===== config.mk =====
export PLATFORM = sky130hd
export DESIGN_NAME = voice_allocator
export DESIGN_NICKNAME = d
export VERILOG_FILES = /design/src/rtl/synth_pkg.sv /design/src/rtl/voice_slot.sv /design/src/rtl/voice_allocator.sv
export SDC_FILE = /design/constraint.sdc
export NUM_CORES = 1
export LEC_CHECK = 0
export BUFFER_PORTS_ARGS = -buffer_cell sky130_fd_sc_hd__clkbuf_2
export CORE_MARGIN = 3
export CORE_UTILIZATION = 50
export CTS_BUF_LIST = sky130_fd_sc_hd__clkbuf_4 sky130_fd_sc_hd__clkbuf_8
export CTS_CLUSTER_DIAMETER = 80
export DETAILED_ROUTE_END_ITERATION = 6
export GPL_TIMING_DRIVEN = 0
export HOLD_SLACK_MARGIN = 0.02
export PLACE_DENSITY = 0.74
export SLEW_MARGIN = 10
export SYNTH_ARGS = -nofsm -noshare
export SYNTH_HDL_FRONTEND = slang
export SYNTH_SLANG_ARGS = --single-unit
export TNS_END_PERCENT = 100

===== constraint.sdc =====
create_clock -name clk -period 3.7 [get_ports clk]
set_clock_uncertainty 0.05 [all_clocks]
set_input_delay 0.185 -clock clk [delete_from_list [all_inputs] [get_ports clk]]
set_output_delay 0.185 -clock clk [all_outputs]
set_load 0.05 [all_outputs]

===== src/rtl/synth_pkg.sv =====
// Shared types and constants for the voice allocator and its channel slots.
package synth_pkg;

  localparam int unsigned MAX_FREQ = 20000;
  localparam int unsigned PITCH_W  = $clog2(MAX_FREQ);

  typedef enum logic [1:0] {WF_SQUARE, WF_TRIANGLE, WF_SINE, WF_SAWTOOTH} waveform_t;

  typedef enum logic [1:0] {IDLE, SCAN, APPLY} alloc_state_t;

endpackage


===== src/rtl/voice_slot.sv =====
// One tone-channel slot: pitch, waveform, enable and (with VOICE_STEAL_EN) a saturating age.
module voice_slot #(
  parameter int unsigned PITCH_W = 15
`ifdef VOICE_STEAL_EN
  , parameter int unsigned AGE_W = 4
`endif
) (
  input  logic               clk,
  input  logic               rst_n,
  input  logic               load_i,
  input  logic               release_i,
  input  logic [PITCH_W-1:0] pitch_i,
  input  logic [1:0]         wf_i,
  output logic [PITCH_W-1:0] pitch_o,
  output logic [1:0]         wf_o,
  output logic               ena_o
`ifdef VOICE_STEAL_EN
  , input  logic             age_inc_i
  , output logic [AGE_W-1:0] age_o
`endif
);
  import synth_pkg::*;

  logic [PITCH_W-1:0] pitch_q, pitch_d;
  waveform_t          wf_q, wf_d;
  logic               ena_q, ena_d;

  always_comb begin
    pitch_d = pitch_q;
    wf_d    = wf_q;
    ena_d   = ena_q;
    if (load_i) begin
      pitch_d = pitch_i;
      wf_d    = waveform_t'(wf_i);
      ena_d   = 1'b1;
    end else if (release_i) begin
      ena_d   = 1'b0;
    end
  end

  always_ff @(posedge clk or negedge rst_n) begin
    if (!rst_n) begin
      pitch_q <= '0;
      wf_q    <= WF_SQUARE;
      ena_q   <= 1'b0;
    end else begin
      pitch_q <= pitch_d;
      wf_q    <= wf_d;
      ena_q   <= ena_d;
    end
  end

  assign pitch_o = pitch_q;
  assign wf_o    = wf_q;
  assign ena_o   = ena_q;

`ifdef VOICE_STEAL_EN
  logic [AGE_W-1:0] age_q, age_d;

  always_comb begin
    age_d = age_q;
    if (load_i)                       age_d = '0;
    else if (age_inc_i && age_q != '1) age_d = age_q + 1'b1;
  end

  always_ff @(posedge clk or negedge rst_n) begin
    if (!rst_n) age_q <= '0;
    else        age_q <= age_d;
  end

  assign age_o = age_q;
`endif

endmodule


===== src/rtl/voice_allocator.sv =====
// Polyphony controller: assigns note events to NUM_CH channel slots (retrigger/free/steal).
// Optional feature: define VOICE_STEAL_EN to steal the oldest channel when none are free.
module voice_allocator #(
  parameter  int unsigned NUM_CH   = 4,
  parameter  int unsigned MAX_FREQ = synth_pkg::MAX_FREQ,
  parameter  int unsigned AGE_W    = 4,
  localparam int unsigned PITCH_W  = $clog2(MAX_FREQ)
) (
  input  logic                      clk,
  input  logic                      rst_n,
  input  logic                      ev_valid,
  output logic                      ev_ready,
  input  logic                      ev_on,
  input  logic [PITCH_W-1:0]        ev_pitch,
  input  logic [1:0]                ev_waveform,
  output logic [NUM_CH*PITCH_W-1:0] ch_pitch,
  output logic [NUM_CH*2-1:0]       ch_waveform,
  output logic [NUM_CH-1:0]         ch_ena,
  output logic                      busy,
  output logic                      ev_dropped
);
  import synth_pkg::*;

  localparam int unsigned IDX_W = $clog2(NUM_CH);
  localparam logic [IDX_W-1:0] LAST_IDX = IDX_W'(NUM_CH - 1);

  if (NUM_CH < 2 || NUM_CH > 16 || AGE_W < 1 || MAX_FREQ < 2) begin : g_param_check
    $error("voice_allocator: parameter out of range");
  end

  alloc_state_t       state_q, state_d;
  logic [IDX_W-1:0]   idx_q, idx_d;
  logic               on_q, on_d;
  logic [PITCH_W-1:0] lpitch_q, lpitch_d;
  logic [1:0]         lwf_q, lwf_d;
  logic               match_ok_q, match_ok_d, free_ok_q, free_ok_d;
  logic [IDX_W-1:0]   match_q, match_d, free_q, free_d;
  logic               drop_q, drop_d;
  logic               tgt_ok;
  logic [IDX_W-1:0]   tgt;

  logic [PITCH_W-1:0] pitch_a [NUM_CH];
  logic [1:0]         wf_a    [NUM_CH];
  logic [NUM_CH-1:0]  ena_v, load_v, rel_v;

`ifdef VOICE_STEAL_EN
  logic               old_ok_q, old_ok_d;
  logic [IDX_W-1:0]   old_q, old_d;
  logic [AGE_W-1:0]   old_age_q, old_age_d;
  logic [AGE_W-1:0]   age_a [NUM_CH];
  logic [NUM_CH-1:0]  age_inc_v;
`endif

  for (genvar i = 0; i < NUM_CH; i++) begin : g_slot
    voice_slot #(
      .PITCH_W(PITCH_W)
`ifdef VOICE_STEAL_EN
      , .AGE_W(AGE_W)
`endif
    ) u_slot (
      .clk       (clk),
      .rst_n     (rst_n),
      .load_i    (load_v[i]),
      .release_i (rel_v[i]),
      .pitch_i   (lpitch_q),
      .wf_i      (lwf_q),
      .pitch_o   (pitch_a[i]),
      .wf_o      (wf_a[i]),
      .ena_o     (ena_v[i])
`ifdef VOICE_STEAL_EN
      , .age_inc_i (age_inc_v[i])
      , .age_o     (age_a[i])
`endif
    );
    assign ch_pitch[i*PITCH_W +: PITCH_W] = pitch_a[i];
    assign ch_waveform[i*2 +: 2]          = wf_a[i];
  end

  assign ch_ena     = ena_v;
  assign ev_ready   = (state_q == IDLE);
  assign busy       = (state_q != IDLE);
  assign ev_dropped = drop_q;

  always_ff @(posedge clk or negedge rst_n) begin
    if (!rst_n) begin
      state_q    <= IDLE;
      idx_q      <= '0;
      on_q       <= 1'b0;
      lpitch_q   <= '0;
      lwf_q      <= '0;
      match_ok_q <= 1'b0;
      match_q    <= '0;
      free_ok_q  <= 1'b0;
      free_q     <= '0;
      drop_q     <= 1'b0;
`ifdef VOICE_STEAL_EN
      old_ok_q   <= 1'b0;
      old_q      <= '0;
      old_age_q  <= '0;
`endif
    end else begin
      state_q    <= state_d;
      idx_q      <= idx_d;
      on_q       <= on_d;
      lpitch_q   <= lpitch_d;
      lwf_q      <= lwf_d;
      match_ok_q <= match_ok_d;
      match_q    <= match_d;
      free_ok_q  <= free_ok_d;
      free_q     <= free_d;
      drop_q     <= drop_d;
`ifdef VOICE_STEAL_EN
      old_ok_q   <= old_ok_d;
      old_q      <= old_d;
      old_age_q  <= old_age_d;
`endif
    end
  end

  always_comb begin
    state_d    = state_q;
    idx_d      = idx_q;
    on_d       = on_q;
    lpitch_d   = lpitch_q;
    lwf_d      = lwf_q;
    match_ok_d = match_ok_q;
    match_d    = match_q;
    free_ok_d  = free_ok_q;
    free_d     = free_q;
    drop_d     = 1'b0;
    load_v     = '0;
    rel_v      = '0;
    tgt_ok     = 1'b0;
    tgt        = '0;
`ifdef VOICE_STEAL_EN
    old_ok_d   = old_ok_q;
    old_d      = old_q;
    old_age_d  = old_age_q;
    age_inc_v  = '0;
`endif
    unique case (state_q)
      IDLE: begin
        if (ev_valid) begin
          on_d       = ev_on;
          lpitch_d   = ev_pitch;
          lwf_d      = ev_waveform;
          idx_d      = '0;
          match_ok_d = 1'b0;
          free_ok_d  = 1'b0;
`ifdef VOICE_STEAL_EN
          old_ok_d   = 1'b0;
`endif
          state_d    = SCAN;
        end
      end
      SCAN: begin
        // First hit wins for match/free; strict '>' keeps the lowest index on age ties.
        if (!match_ok_q && ena_v[idx_q] && pitch_a[idx_q] == lpitch_q) begin
          match_ok_d = 1'b1;
          match_d    = idx_q;
        end
        if (!free_ok_q && !ena_v[idx_q]) begin
          free_ok_d = 1'b1;
          free_d    = idx_q;
        end
`ifdef VOICE_STEAL_EN
        if (ena_v[idx_q] && (!old_ok_q || age_a[idx_q] > old_age_q)) begin
          old_ok_d  = 1'b1;
          old_d     = idx_q;
          old_age_d = age_a[idx_q];
        end
`endif
        if (idx_q == LAST_IDX) state_d = APPLY;
        else                   idx_d   = idx_q + 1'b1;
      end
      APPLY: begin
        state_d = IDLE;
        if (on_q) begin
          if (lpitch_q != '0) begin
            if (match_ok_q)     begin tgt_ok = 1'b1; tgt = match_q; end
            else if (free_ok_q) begin tgt_ok = 1'b1; tgt = free_q;  end
`ifdef VOICE_STEAL_EN
            else if (old_ok_q)  begin tgt_ok = 1'b1; tgt = old_q;   end
`endif
          end
          if (tgt_ok) begin
            load_v[tgt] = 1'b1;
`ifdef VOICE_STEAL_EN
            age_inc_v = ena_v & ~load_v;
`endif
          end else begin
            drop_d = 1'b1;
          end
        end else if (match_ok_q) begin
          rel_v[match_q] = 1'b1;
        end else begin
          drop_d = 1'b1;
        end
      end
      default: state_d = IDLE;
    endcase
  end

endmodule


==> flow_metrics.py, run 1 <==
metrics = {
    "sta": {
        "worstMarginPinSlew_ns": 0.977,
        "fin_crit_sh": 0.780,
        "setup_viol": 0,
        "maxSlewHeadroom": 0.347,
        "max_freq_mhz": 346,
        "hold_violations": 0,
        "slew_viol_final": 0,
        "fin_crit_ns": 2.89,
        "tns_ns": 0,
        "rsz0062_at_grt": "no",
    },
    "critical_path": {
        "start_kind": "flop",
        "crit_start": "idx_q[1]",
        "r2r_end": "match_q[0]",
        "crit_required_ns": 3.89,
        "crit_fanout": 10,
        "timing.rr.start": "idx_q[1]",
        "rrSetupSlack_ns": 0.81,
        "crit_arrival_ns": 3.08,
        "worst-setup-path-type": "reg2reg",
        "crit_path_end": "match_q[0]",
        "reg2regPathDepth": 7,
        "endpoint_kind": "flop",
    },
    "floorplan": {
        "rows": 33,
        "die-area_um2": 10100,
        "coreArea_um2": 8460,
        "die_h_um": 101,
        "io_pins": 96,
        "initial_core_util": 0.530,
        "die_x_um": 101,
    },
    "pwr": {
        "p_total_mw": 3.91,
        "power.static_leakage_nw": 2.86,
        "power_density_nw_per_um2": 711,
        "ir_drop_uv": 292,
    },
    "clock_tree": {
        "path_clk_slew_ns": 0.10,
        "cts_buffer_depth": 2,
        "numClockSinks": 101,
        "cts_hold_buf": 19,
        "clock_latency_ns": 0.36,
        "htreeDepth": 3,
        "numCtsBuffers": 9,
        "clock-root-buffer": "clkbuf_8",
        "cts_resized": 0,
        "post-cts-setup-buffer-count": 0,
        "cts_tree": "yes",
    },
    "place": {
        "port_buffers": 95,
        "place_area_um2": 5100,
        "place_hpwl_um": 7160,
        "gp_congestion": 0.851,
    },
    "routing": {
        "drtIter0Drc": 177,
        "vias_per_cell": 5.54,
        "vias": 3156,
        "postRouteAntennaNets": 0,
        "drt-total-wl_um": 10300,
        "drcViolationCount": 0,
        "wl_per_cell_um": 18.1,
        "dr.pass1.iters": 4,
    },
    "synth": {
        "syn_inst": 335,
        "synth_edf_count": 0,
        "synth_fa_ha_area_frac": 0.00279,
        "yosysSeqAreaShare": 0.563,
        "synth_cell_types": 33,
        "postSynth.asyncResetShare": 1.00,
        "synth_top_flop_cell": "dfrtp_1",
        "synthMuxAreaShare": 0.261,
        "syn-cell-area_um2": 4490,
        "synth-seq-cells": 101,
        "synth_compound_area_frac": 0.0195,
        "synthSimpleGateAreaFrac": 0.0987,
        "syn_area_per_cell_um2": 13.4,
        "syn-num-nets": 357,
        "synth_xor_area_frac": 0.0293,
        "synth_top_family_by_area": "multiplexers",
        "yosysWarnings": 0,
    },
    "final_layout": {
        "n_antenna_cell": 0,
        "final_layout_size_suffix_gt1_frac": 0.460,
        "syn_to_final_growth_pct": 22.5,
        "layout.nets": 482,
        "final_cell_area_um2": 5500,
        "final_core_util": 0.649,
    },
    "global_routing": {
        "grt_max_degree": 102,
        "grt_pass1_wl_um": 16700,
        "antenna_found_initial": 0,
        "overflow": 0,
        "grt_usage": 0.215,
        "grt_pass1_vias": 3165,
    },
    "job": {
        "max-cap-violations": 0,
    },
    "hold_path": {
        "worstHoldPathType": "in2reg",
    },
    "run_status": {
        "outcome": "finished clean",
    },
}
## area by class of cell
| class | instances | area, µm² |
|---|---|---|
| well taps | 105 | 131 |
| clock buffers | 9 | 124 |
| multi-input cells | 212 | 1850 |
| inverters | 3 | 11.3 |
| clock inverters | 7 | 81.3 |
| fillers | 657 | 2970 |
| flip-flops and latches | 101 | 2530 |
| repair buffers | 114 | 674 |
| plain buffers | 19 | 101 |
## cells by family (layout without fill, tap and decap cells)
| kind of cell | after synthesis | in the layout |
|---|---|---|
| DFF | 101 | 101 |
| and+or+nand+nor | 94 | 94 |
| muxes | 88 | 88 |
| buffers and inverters | 22 | 152 |
| xor gates and xnor gates | 15 | 15 |
| AOI/OAI and AO/OA | 14 | 14 |
| adders and majority gates | 1 | 1 |
## critical path, cell delays in order (launching register included)
cell	delay [ns]
dfrtp_1	0.36
buf_2	0.33
clkbuf_1	0.50
mux4_2	0.40
xnor2_1	0.21
nand4_1	0.13
nor4_2	0.42
mux2_1	0.36
## how the worst min path moves through the flow
stage	from	to	slack [ns]	cells past startpoint
after detailed placement	rst_n	g_slot[3].u_slot.pitch_o[2]	0.28	1
after global placement	ev_pitch[3]	lpitch_q[3]	0.34	3
after global routing	ev_valid	state_q[0]	0.13	3
final	ev_valid	state_q[0]	0.11	3
after CTS	ev_valid	state_q[0]	0.09	3
after floorplan	rst_n	ev_dropped	-0.16	0
## flip-flops by register name, summed over array words and instances, names as in the netlist
register               count
g_slot.u_slot.wf_o         8
lwf_q                      2
state_q                    2
g_slot.u_slot.pitch_o     60
match_ok_q                 1
free_ok_q                  1
ev_dropped                 1
on_q                       1
idx_q                      2
lpitch_q                  15
match_q                    2
free_q                     2
g_slot.u_slot.ena_o        4
## cell usage after synthesis, types with 2 or more instances
cell type	count	share of area
xnor2_1	15	0.029
nand4_1	4	0.0056
nor2_1	8	0.0067
buf_4	5	0.0084
a22o_1	2	0.0039
a21o_1	3	0.0050
mux2_2	70	0.18
dfrtp_1	101	0.56
nand4b_1	2	0.0039
nor3_1	2	0.0022
nand2_1	60	0.050
nor3b_1	2	0.0033
buf_2	9	0.010
mux2_1	2	0.0050
inv_1	3	0.0025
nand2b_1	3	0.0042
o21ai_0	4	0.0045
clkbuf_1	4	0.0033
mux4_2	16	0.080
a21oi_1	4	0.0045
nor4_1	4	0.0056
## per-stage QoR
step           hold slack (ns)  setup slack, ns  instances
2_1_floorplan           -0.161             1.40        335
3_3_place_gp             0.338            0.864        535
3_5_place_dp             0.279            0.822        535
4_1_cts                 0.0945            0.795        570
5_1_grt                  0.133            0.612        570
6_report                 0.109            0.813        570
## cell usage in the layout, fill, tap and decap left out, types with 5 or more instances in the layout
master	Yosys	layout
dfrtp_1	101	101
nand2_1	60	60
mux4_2	16	16
nor2_1	8	8
clkbuf_8	0	10
buf_2	9	9
mux2_2	70	70
clkbuf_2	0	94
buf_4	5	5
xnor2_1	15	15
dlygate4sd3_1	0	19
## routing by layer
layer | vias up | track usage | part of all wire
li1 | 1441 | - | -
met1 | 1617 | 0.301 | 0.45
met2 | 86 | 0.344 | 0.49
met3 | 12 | 0.0360 | 0.046
met4 | 0 | 0.0725 | 0.017
met5 | - | 0 | 0
## power breakdown
part	leakage (nW)	switching (mW)	internal, mW	total [mW]
logic	1.40	0.973	0.550	1.52
clock network	0.0944	0.404	0.322	0.726
registers	1.37	0.307	1.35	1.66
Power figures use the tool's default switching activity.
==> run 2, diff against run 1 <==
==> constraint.sdc (replaced) <==
create_clock -name clk -period 2.89 [get_ports clk]
set_clock_uncertainty 0.05 [all_clocks]
set_input_delay 0.1445 -clock clk [delete_from_list [all_inputs] [get_ports clk]]
set_output_delay 0.1445 -clock clk [all_outputs]
set_load 0.05 [all_outputs]
==> run 2 against run 1 <==
Compared with the run above: final area about the same; clock-buffer cell count unchanged; cell count decreased by 0.18%; first-iteration DRC count decreased by 1.7%; wire length decreased by 0.42%; setup slack got worse by 0.71 ns; die area unchanged; combinational power increased by 28%; critical path depth decreased by 1; utilization about the same; critical path type unchanged; largest cell class unchanged.
==> flow_metrics.py, run 2 (synthesized netlist as in run 1, its figures left out) <==
metrics = {
    "routing": {
        "postRouteAntennaNets": 0,
        "dr.pass1.iters": 4,
        "drcViolationCount": 0,
        "drt-total-wl_um": 10300,
        "wl_per_cell_um": 18.0,
        "drtIter0Drc": 174,
        "vias_per_cell": 5.52,
        "vias": 3143,
    },
    "pwr": {
        "p_sw_mw": 2.16,
        "power.static_leakage_nw": 2.86,
        "swShare": 0.431,
        "intPower_mw": 2.85,
        "p_total_mw": 5.00,
        "power_density_nw_per_um2": 910,
        "p_clk_frac": 0.187,
        "seqPwrFrac": 0.425,
        "ir_drop_uv": 374,
        "power_frac_comb": 0.389,
    },
    "critical_path": {
        "crit_chain": "nor4_1, and4_1, nand4b_1, nor2_1, buf_2, mux2_2",
        "worst-setup-path-type": "reg2reg",
        "endpoint_kind": "flop",
        "path_buf_inv": 1,
        "critPathSlowestCell": "nor2_1",
        "cp_top_family": "simple AND/OR/NAND/NOR gates",
        "crit_required_ns": 3.09,
        "crit_arrival_ns": 2.99,
        "crit_fanout": 10,
        "start_kind": "flop",
        "max_stage_delay_ns": 0.77,
    },
    "sta": {
        "whs_ns": 0.0661,
        "fin_crit_ns": 2.78,
        "rsz0062_at_grt": "no",
        "max_freq_mhz": 359,
        "slew_viol_final": 0,
        "hold_violations": 0,
        "fin_crit_sh": 0.963,
        "maxSlewHeadroom": 0.340,
        "tns_ns": 0,
        "setup_viol": 0,
        "worstMarginPinSlew_ns": 0.987,
    },
    "final_layout": {
        "fill_cells": 656,
        "final_cell_area_um2": 5500,
        "seq_area_um2": 2530,
        "final_layout_size_suffix_gt1_frac": 0.463,
        "layout_common_cells": "101 x dfrtp_1, 94 x clkbuf_2, 70 x mux2_2, 59 x nand2_1, 19 x dlygate4sd3_1",
        "syn_to_final_growth_pct": 22.5,
        "multi_input_area_um2": 1850,
        "final_common_cell": "dfrtp_1",
        "n_antenna_cell": 0,
        "largest_reg_flops": 60,
        "layout.nets": 481,
    },
    "clock_tree": {
        "clock_latency_ns": 0.36,
        "cts_buffer_depth": 2,
        "path_clk_slew_ns": 0.10,
        "numClockSinks": 101,
        "cts_tree": "yes",
        "clock-root-buffer": "clkbuf_8",
        "htreeDepth": 3,
        "numCtsBuffers": 9,
        "post-cts-setup-buffer-count": 0,
    },
    "floorplan": {
        "die-area_um2": 10100,
        "die_h_um": 101,
        "die_x_um": 101,
        "io_pins": 96,
        "rows": 33,
        "coreArea_um2": 8460,
        "initial_core_util": 0.530,
    },
    "global_routing": {
        "grt_pass1_wl_um": 16600,
        "antenna_found_initial": 0,
        "grt_pass1_vias": 3155,
        "overflow": 0,
        "grt_max_degree": 102,
        "met1_usage": 0.300,
        "grt_usage": 0.214,
        "grt.busiest_layer": "met2",
        "grtUsageMet3": 0.0360,
        "grtUsageMet2": 0.342,
    },
    "place": {
        "place_area_um2": 5100,
        "port_buffers": 95,
        "gp_congestion": 0.851,
        "place_hpwl_um": 7160,
    },
    "run_status": {
        "outcome": "finished clean",
    },
    "hold_path": {
        "worstHoldPathType": "in2reg",
    },
    "job": {
        "max-cap-violations": 0,
    },
}
-- run 2: path summary, 6_finish.rpt --
path | start | to | slack (ns) | cells past startpoint
worst max-delay path | lpitch_q[0] | g_slot[0].u_slot.pitch_o[13] | 0.11 | 6
worst max register to register | lpitch_q[0] | g_slot[0].u_slot.pitch_o[13] | 0.11 | 6
max in group asynchronous | rst_n | g_slot[0].u_slot.pitch_o[7] | 1.86 | 2
worst min register to register | g_slot[0].u_slot.ena_o | g_slot[0].u_slot.ena_o | 0.47 | 1
min in group asynchronous | rst_n | g_slot[3].u_slot.pitch_o[2] | 0.34 | 2
worst min-delay path | ev_valid | state_q[0] | 0.07 | 3
-- run 2: repair_timing --
item / 4_1_cts / 5_1_grt
endpoints found under the hold margin: 119 / 0
pin swaps: 0 / 0
endpoints found under the setup margin: 2 / 9
hold buffers: 19 / 0
resized for setup: 0 / 1
-- run 2: area by class of cell --
class	instances	area share
flip-flops and latches	101	0.460
clock inverters	7	0.0148
multi-input cells	212	0.336
well taps	105	0.0239
repair buffers	114	0.123
plain buffers	18	0.0178
clock buffers	9	0.0225
inverters	3	0.00205
-- run 2: worst min-delay path: cells and delay by family --
| family | cells | cell delay (ns) |
|---|---|---|
| AND/OR/NAND/NOR | 1 | 0.11 |
| AO/OA/AOI/OAI | 1 | 0.07 |
| buffers and inverters | 1 | 0.11 |
-- run 2: through the flow --
stage	util	std cells	setup WS, ns
3_5_place_dp	0.603	535	0.0117
6_report	0.649	569	0.108
2_1_floorplan	-	335	0.590
5_1_grt	0.649	569	0.00855
3_3_place_gp	0.602	535	0.0540
4_1_cts	0.649	569	0.0736
-- run 2: power groups by stage --
stage                     combinational, mW  clock, mW  sequential [mW]
after floorplan                       0.982          0             2.56
final                                  1.95      0.934             2.12
after detailed placement               1.94          0             2.15
after CTS                              1.96      0.941             2.12
after global routing                   2.09       1.01             2.18
after global placement                 1.90          0             2.13
-- run 2: routing by layer --
layer | vias up | part of all wire | wire, µm
li1 | 1432 | - | -
met1 | 1613 | 0.45 | 4580
met2 | 86 | 0.49 | 5010
met3 | 12 | 0.049 | 503
met4 | 0 | 0.016 | 165
met5 | - | 0 | 0
==> run 3, diff against run 2 <==
--- a/config.mk
+++ b/config.mk
@@ -5,11 +5,13 @@
 export SDC_FILE = /design/constraint.sdc
 export NUM_CORES = 1
 export LEC_CHECK = 0
+export ABC_AREA = 1
 export BUFFER_PORTS_ARGS = -buffer_cell sky130_fd_sc_hd__clkbuf_2
-export CORE_MARGIN = 3
+export CORE_MARGIN = 8
 export CORE_UTILIZATION = 50
 export CTS_BUF_LIST = sky130_fd_sc_hd__clkbuf_4 sky130_fd_sc_hd__clkbuf_8
 export CTS_CLUSTER_DIAMETER = 80
+export CTS_CLUSTER_SIZE = 24
 export DETAILED_ROUTE_END_ITERATION = 6
 export GPL_TIMING_DRIVEN = 0
 export HOLD_SLACK_MARGIN = 0.02
==> run 3 against run 2 <==
Compared with the run above: non-clock buffer count increased by 12; clock power increased by 0.4%; global-route usage up 2.8 points; maximum frequency up 20%; flip-flop and latch count stayed put; sequential share of layout area shrank 2.5 points; register-to-register slack better by 0.46 ns; final area is 5.8% higher; via count grew 51%; first-iteration DRC count grew to 2.6 times the previous value; hold slack better by 0.13 ns; setup slack better by 0.46 ns; largest cell class unchanged.
==> flow_metrics.py, run 3 <==
metrics = {
    "routing": {
        "drt-total-wl_um": 15100,
        "vias": 4742,
        "wl_per_cell_um": 17.3,
        "postRouteAntennaNets": 0,
        "drcViolationCount": 0,
        "dr.pass1.iters": 5,
        "vias_per_cell": 5.43,
        "drtIter0Drc": 444,
    },
    "critical_path": {
        "worst-setup-path-type": "reg2reg",
        "crit_chain": "inv_1, nand4_1, nor2_1, nand2_2, nand4_1, nor2_1, inv_1, clkbuf_1, o21ai_0",
        "endpoint_kind": "flop",
        "critPathSlowestCell": "clkbuf_1",
        "max_stage_delay_ns": 0.49,
        "crit_required_ns": 3.08,
        "reg2regPathDepth": 9,
        "start_kind": "flop",
        "crit_fanout": 10,
        "crit_arrival_ns": 2.50,
    },
    "sta": {
        "fin_crit_ns": 2.32,
        "rsz0062_at_grt": "no",
        "slew_viol_final": 0,
        "max_freq_mhz": 431,
        "worstMarginPinSlew_ns": 0.797,
        "maxSlewHeadroom": 0.469,
        "tns_ns": 0,
        "fin_ws_ns": 0.573,
        "setup_viol": 0,
        "fin_crit_sh": 0.802,
        "hold_violations": 0,
    },
    "synth": {
        "synthTopCellsByArea": "dfrtp_1 53%, nand2_1 22%, nand3_1 7.7%, o21ai_0 5.5%, inv_1 2.4%",
        "syn_area_per_cell_um2": 7.76,
        "synth-seq-cells": 101,
        "synth.cells.most_frequent": "281 x nand2_1, 101 x dfrtp_1, 73 x nand3_1",
        "yosysSeqAreaShare": 0.529,
        "synth_edf_count": 0,
        "postSynth.asyncResetShare": 1.00,
        "syn_inst": 615,
        "syn-num-nets": 637,
        "yosysWarnings": 0,
        "yosysTopAreaCell": "dfrtp_1",
        "yosysMostFrequentCell": "nand2_1",
        "synth_top_flop_cell": "dfrtp_1",
        "synth_cell_types": 26,
        "synth_top_area_share": 0.529,
        "syn-cell-area_um2": 4770,
    },
    "run_status": {
        "outcome": "finished clean",
    },
    "pwr": {
        "power.static_leakage_nw": 3.11,
        "ir_drop_uv": 536,
        "power_density_nw_per_um2": 988,
    },
    "global_routing": {
        "grt_pass1_vias": 4725,
        "grt_max_degree": 102,
        "grt_usage": 0.243,
        "antenna_found_initial": 0,
        "grt_pass1_wl_um": 24400,
        "overflow": 0,
    },
    "floorplan": {
        "io_pins": 96,
        "die_h_um": 114,
        "coreArea_um2": 9240,
        "die-area_um2": 12900,
        "die_x_um": 114,
        "rows": 35,
        "initial_core_util": 0.517,
    },
    "final_layout": {
        "final_common_cell": "nand2_1",
        "n_antenna_cell": 0,
        "largest_reg_flops": 60,
        "syn_to_final_growth_pct": 21.8,
        "layout.nets": 762,
        "layout_common_cells": "281 x nand2_1, 101 x dfrtp_1, 94 x clkbuf_2, 73 x nand3_1, 52 x o21ai_0",
        "fill_cells": 834,
        "final_layout_size_suffix_gt1_frac": 0.200,
        "multi_input_area_um2": 1940,
        "seq_area_um2": 2530,
    },
    "clock_tree": {
        "cts_tree": "yes",
        "clock-root-buffer": "clkbuf_8",
        "post-cts-setup-buffer-count": 0,
        "numClockSinks": 101,
        "path_clk_slew_ns": 0.11,
        "clock_latency_ns": 0.37,
        "cts_buffer_depth": 2,
        "numCtsBuffers": 9,
        "htreeDepth": 3,
    },
    "place": {
        "place_ws_ns": 0.626,
        "place_hpwl_um": 10700,
        "gp_congestion": 0.902,
        "port_buffers": 95,
    },
    "job": {
        "max-cap-violations": 0,
    },
    "hold_path": {
        "whs_path_depth": 4,
        "worstHoldPathType": "in2reg",
    },
}
-- run 3: cell count changes in the layout (fill, tap and decap cells not counted), moves of 15 or more --
cell,previous run,this run
nand2_1,59,281
nand3_1,1,73
mux2_2,70,0
o21ai_0,4,52
inv_1,3,31
mux4_2,16,0
xnor2_1,15,0
-- run 3: layout make-up --
class                      count  share of cell area
sequential                   101               0.435
clock buffer                   9              0.0213
buffer                        30              0.0297
multi-input combinational    448               0.333
clock inverter                 7              0.0140
timing repair buffer         114               0.116
tap                          129              0.0278
inverter                      36              0.0232
-- run 3: repair_timing --
action,in CTS,in global routing
hold buffers,19,0
gates resized for setup,0,0
hold endpoints to repair,119,0
-- run 3: report_power, final --
part	switching [mW]	internal [mW]	total [mW]
Sequential	0.328	1.77	2.09
Clock	0.522	0.416	0.938
Combinational	2.04	0.666	2.71
Total	2.89	2.85	5.74
-- run 3: final timing paths --
| kind | start | endpoint | slack, ns |
|---|---|---|---|
| worst max-delay path | lpitch_q[4] | g_slot[3].u_slot.pitch_o[4] | 0.57 |
| worst min-delay path | ev_valid | lwf_q[0] | 0.20 |
| worst max register to register | lpitch_q[4] | g_slot[3].u_slot.pitch_o[4] | 0.57 |
| worst min register to register | g_slot[0].u_slot.wf_o[1] | g_slot[0].u_slot.wf_o[1] | 0.44 |
| max in group asynchronous | rst_n | lpitch_q[9] | 1.87 |
| min in group asynchronous | rst_n | lpitch_q[3] | 0.36 |
-- run 3: critical path, delay by kind of cell (launching register included) --
family	cells	cell delay (ns)
flops	1	0.43
buf+inv	3	0.87
compound gates	1	0.18
simple gates	5	0.64
-- run 3: cells by family after synthesis --
group,after synthesis,synth area share
AOI/OAI and AO/OA,57,0.0603
adders and majority gates,1,0.00262
DFF,101,0.529
and+or+nand+nor,390,0.343
buffers and inverters,66,0.0645
-- run 3: per-stage QoR --
step / instance area [µm²] / total power [mW] / utilization / hold slack, ns / instances
finish: 5810 / 5.74 / 0.629 / 0.198 / 874
global route: 5810 / 6.10 / 0.629 / 0.193 / 874
CTS: 5810 / 5.73 / 0.629 / 0.174 / 874
detailed placement: 5420 / 4.77 / 0.586 / 0.245 / 839
global placement: 5410 / 4.71 / 0.586 / 0.293 / 839
floorplan: 4770 / 3.98 / - / -0.201 / 615
-- run 3: routing by layer --
layer  vias up  part of all wire  GRT usage
li1       2213                 -          -
met5         -                 0          0
met4         0             0.037      0.122
met2       248              0.47      0.389
met3        48             0.093     0.0438
met1      2233              0.40      0.309
